## config.mk

```make
export PLATFORM = sky130hd
export DESIGN_NAME = multiplicador_sequencial8bits
export DESIGN_NICKNAME = d
export VERILOG_FILES = /design/src/rtl/multiplicador_sequencial8bits.sv
export SDC_FILE = /design/constraint.sdc
export NUM_CORES = 1
export LEC_CHECK = 0
export BUFFER_PORTS_ARGS = -buffer_cell sky130_fd_sc_hd__buf_2
export CAP_MARGIN = 10
export CORE_MARGIN = 2
export CORE_UTILIZATION = 53
export CTS_BUF_LIST = sky130_fd_sc_hd__clkbuf_16
export DETAILED_ROUTE_END_ITERATION = 7
export GPL_TIMING_DRIVEN = 0
export MAX_ROUTING_LAYER = met4
export PLACE_DENSITY = 0.76
export SYNTH_ARGS = -nofsm -noshare
export SYNTH_HDL_FRONTEND = slang
export SYNTH_SLANG_ARGS = --single-unit
```

## constraint.sdc

```tcl
create_clock -name Clock -period 2.51 [get_ports Clock]
set_input_delay 0.3765 -clock Clock [delete_from_list [all_inputs] [get_ports Clock]]
set_output_delay 0.3765 -clock Clock [all_outputs]
set_load 0.03 [all_outputs]
```

## src/rtl/multiplicador_sequencial8bits.sv

```systemverilog
// ---------------------------------------------------------------------------
// multiplicador_sequencial8bits
// Sequential 8x8 unsigned shift-and-add multiplier for the RPN ALU.
// One iteration per cycle, eight iterations per operation, with a
// start/busy/done handshake towards the RPN control unit.
//
// Ports:
//   Clock    in   1  single clock, rising edge
//   Reset    in   1  synchronous, active-high reset (priority over all inputs)
//   Inicio   in   1  start request, sampled only while Ocupado=0
//   A        in   8  multiplicand, captured on the accepted Inicio
//   B        in   8  multiplier, captured on the accepted Inicio
//   Valor    out  8  registered result byte
//   Overflow out  1  registered flag: product does not fit in 8 bits
//   Ocupado  out  1  high while an operation is in progress (CALCULA, FIM)
//   Pronto   out  1  one-cycle pulse marking a new Valor/Overflow
//
// Build option:
//   MULTIPLICADOR_SATURACAO_INTERNA_EN - when defined, Valor saturates to
//   8'hFF on overflow; otherwise Valor is the raw low byte of the product.
// ---------------------------------------------------------------------------
module multiplicador_sequencial8bits (
  input  logic       Clock,
  input  logic       Reset,
  input  logic       Inicio,
  input  logic [7:0] A,
  input  logic [7:0] B,
  output logic [7:0] Valor,
  output logic       Overflow,
  output logic       Ocupado,
  output logic       Pronto
);

  localparam logic [1:0] OCIOSO  = 2'd0;
  localparam logic [1:0] CALCULA = 2'd1;
  localparam logic [1:0] FIM     = 2'd2;

  logic [1:0]  state_r;
  logic [15:0] mcand_r;
  logic [7:0]  mult_r;
  logic [15:0] acc_r;
  logic [2:0]  cnt_r;
  logic [7:0]  valor_r;
  logic        overflow_r;
  logic        ocupado_r;
  logic        pronto_r;
  logic [15:0] produto_s;

  // The product never exceeds 16 bits, so any non-zero upper byte is overflow.
  function automatic logic overflow_de(input logic [15:0] p);
    return |p[15:8];
  endfunction

  // Result byte presented on Valor for a final product.
  function automatic logic [7:0] valor_de(input logic [15:0] p);
`ifdef MULTIPLICADOR_SATURACAO_INTERNA_EN
    if (overflow_de(p)) begin
      return 8'hFF;
    end else begin
      return p[7:0];
    end
`else
    return p[7:0];
`endif
  endfunction

  // Accumulator value after the current iteration (conditional add of the multiplicand).
  always_comb begin
    produto_s = acc_r;
    if (mult_r[0]) begin
      produto_s = acc_r + mcand_r;
    end else begin
      produto_s = acc_r;
    end
  end

  // Control FSM, datapath registers and registered outputs.
  always_ff @(posedge Clock) begin
    if (Reset) begin
      state_r    <= OCIOSO;
      mcand_r    <= 16'h0000;
      mult_r     <= 8'h00;
      acc_r      <= 16'h0000;
      cnt_r      <= 3'd0;
      valor_r    <= 8'h00;
      overflow_r <= 1'b0;
      ocupado_r  <= 1'b0;
      pronto_r   <= 1'b0;
    end else begin
      case (state_r)
        OCIOSO: begin
          pronto_r <= 1'b0;
          if (Inicio) begin
            mcand_r   <= {8'h00, A};
            mult_r    <= B;
            acc_r     <= 16'h0000;
            cnt_r     <= 3'd0;
            ocupado_r <= 1'b1;
            state_r   <= CALCULA;
          end else begin
            ocupado_r <= 1'b0;
          end
        end
        CALCULA: begin
          acc_r   <= produto_s;
          mcand_r <= {mcand_r[14:0], 1'b0};
          mult_r  <= {1'b0, mult_r[7:1]};
          cnt_r   <= cnt_r + 3'd1;
          // Last iteration: produto_s already holds the final product.
          if (cnt_r == 3'd7) begin
            valor_r    <= valor_de(produto_s);
            overflow_r <= overflow_de(produto_s);
            pronto_r   <= 1'b1;
            state_r    <= FIM;
          end else begin
            pronto_r   <= 1'b0;
          end
        end
        FIM: begin
          // Inicio is deliberately ignored here; the request is not queued.
          pronto_r  <= 1'b0;
          ocupado_r <= 1'b0;
          state_r   <= OCIOSO;
        end
        default: begin
          pronto_r  <= 1'b0;
          ocupado_r <= 1'b0;
          state_r   <= OCIOSO;
        end
      endcase
    end
  end

  assign Valor    = valor_r;
  assign Overflow = overflow_r;
  assign Ocupado  = ocupado_r;
  assign Pronto   = pronto_r;

endmodule
```

==> results_dict.tcl <==
set metrics [dict create \
    setup_viol 3 \
    total_power_mw 1.948 \
    synthToLayoutAreaGrowth_pct 19.92 \
    hold_class "in2reg" \
    die-area_um2 6371 \
    track_usage_pct 27.88 \
    grt_pass1_vias 2858 \
    yosys-top-cells-area "dfxtp_1 37%, nor2_1 8.7%, ha_1 7.0%" \
    clock_sinks 56 \
    worst_pin_slew_ns 0.6359 \
    drt_iter0_drc 226 \
    fin_crit_sh_pct 113.6 \
    final.setup.worst_slack_ns -0.3407 \
    coreArea_um2 5540 \
    synthCells 379 \
    antenna_found_initial 0 \
    ys_seq_elements 56 \
    clk_latency_ns 0.29 \
    maxSlewViolCount 0 \
    cts_hold_buf 0 \
    final_util_pct 65.94 \
    postPlaceCellArea_um2 3287 \
    synth_top_cell_by_area "dfxtp_1" \
    power_density_nw_per_um2 533.3 \
    critPathArrivalTime_ns 3.00 \
    cts_buffers 5 \
    drcViolationCount 0 \
    status "complete, but fails checks" \
    ios 30 \
    cp_data_required_time_ns 2.66 \
    synthesis.nets 416 \
    gp_congestion 1.007 \
    num_rows 27 \
    portBuffers 29 \
    clk_path_buf_depth 2 \
    synth_cell_types 48 \
    synth_top_area_share_pct 36.80 \
    num-nets-final 464 \
    finalHoldViolCount 0 \
    cts_tree "yes" \
    routed_via_density 6.108 \
    die_y_um 79.82 \
    syn-cell-area_um2 3047 \
    critPathLaunchType "flop" \
    period_minus_slack_ns 2.851 \
    vias 3042 \
    grt_remaining_overflow 0 \
    fin_area_um2 3654 \
    yosysSeqAreaShare_pct 36.80 \
    finClkSkew_ns 0.007992 \
    ir_worst_vdd_mv 0.3811 \
    max_freq_ghz 0.3508 \
    antenna_cells 0 \
    dp_hpwl_mm 5.755 \
    synthArstFlopShare_pct 0 \
    post_route_cells_drive_above_1_share_pct 18.31 \
    clock-root-buffer "clkbuf_16" \
    crit_path_end_kind "flop" \
    clk_pin_slew_ns 0.07 \
    ant_nets 0 \
    critPathKind "reg2reg" \
    fin_setup_tns_ns -0.5262 \
    crit_fanout 4 \
    violations "negative setup slack" \
    rsz0062_at_grt "yes" \
    synth_most_common_cell "nor2_1" \
    synth_commonest_cells "71 x nor2_1, 56 x dfxtp_1, 45 x nand2_1" \
    maxCapViolCount 0 \
    wl_per_cell_um 16.83 \
    synth_edf_count 0 \
    p_leak_nw 1.467 \
    synth_ff_type "dfxtp_1" \
    first_pass_iters 5 \
    initial_utilization_pct 54.99 \
    grt_pass1_wl_mm 13.57 \
    relSlewSlack_pct 57.61 \
    avgSynthCellArea_um2 8.039 \
    grt_max_degree 16 \
    yosys_warnings 0 \
    die_w_um 79.82 \
    wl_mm 8.382 \
    htree_levels 2 \
]
==> cells in the final DEF, fill, tap and decap left out, types with 9 or more instances in the layout <==
cell type	n
clkbuf_1	21
dfxtp_1	52
a22oi_1	16
buf_4	12
buf_2	30
a311oi_1	16
nor2_1	70
o21ai_0	9
a21oi_1	18
ha_1	12
nand2_1	45
==> timing repair <==
action                                  in CTS  in global routing
pin swaps                                    8                 16
resized for setup                            6                 22
cloned                                       0                  0
endpoints found under the setup margin       4                  7
setup buffers                                3                  9
==> registers in the layout (all words and copies together) (netlist names) <==
signal	flops
acc_r	16
mult_r	8
cnt_r	3
Overflow	1
Ocupado	1
mcand_r	16
Valor	8
state_r	2
Pronto	1
==> cell families (layout without fill, tap and decap cells) <==
logic type | Yosys count | count (layout) | synth area share, %
AO/OA/AOI/OAI | 102 | 102 | 23.94
XOR/XNOR | 10 | 10 | 2.875
adder cells (fa/ha/maj) | 18 | 18 | 7.638
buffers and inverters | 30 | 77 | 3.737
flip-flops | 56 | 56 | 36.80
multiplexers | 8 | 8 | 2.669
AND/OR/NAND/NOR | 155 | 155 | 22.34
==> final timing paths <==
kind	startpoint	endpoint	slack, ns	depth (start not counted)
hold / removal	A[2]	mcand_r[2]	0.34	3
setup / recovery	mcand_r[0]	Overflow	-0.34	12
hold reg to reg	Valor[7]	Valor[7]	0.46	2
setup reg to reg	mcand_r[0]	Overflow	-0.34	12
==> worst max-delay path, cell delays in order (launching register included) <==
cell	delay (ns)
dfxtp_4	0.37
ha_4	0.17
fa_2	0.36
a21o_1	0.19
a221o_1	0.33
o21ai_2	0.20
buf_4	0.15
buf_4	0.10
o21ai_2	0.07
xnor2_2	0.22
o211ai_1	0.13
nor4b_2	0.31
a211oi_2	0.12
==> power breakdown <==
part | switching [mW] | internal (mW)
Sequential | 0.0272 | 0.917
Clock | 0.305 | 0.460
Combinational | 0.155 | 0.0832
==> cell type report <==
| cell class | instances | area (µm²) |
|---|---|---|
| multi-input combinational | 293 | 1931 |
| inverter | 5 | 18.77 |
| clock buffer | 5 | 125.1 |
| clock inverter | 1 | 30.03 |
| timing repair buffer | 41 | 235.2 |
| buffer | 25 | 95.09 |
| tap | 72 | 90.09 |
| fill | 485 | 1887 |
| sequential | 56 | 1129 |
==> through the flow <==
stage               std cells  hold WS [ns]  worst slack [ns]
floorplan                 379        0.4436         -0.006740
global placement          480        0.4414           -0.2849
detailed placement        480        0.4530           -0.3376
CTS                       489        0.3414           -0.3018
global route              498        0.3679           -0.4440
finish                    498        0.3378           -0.3407
==> layer usage <==
metal	global-route usage, %	up-vias	routed length (µm)
met2	44.37	103	3901
met1	36.59	1445	3877
met4	8.814	0	178
li1	-	1470	-
met5	-	-	0
met3	4.299	24	424
No activity file was read; power rests on OpenSTA's default activity.
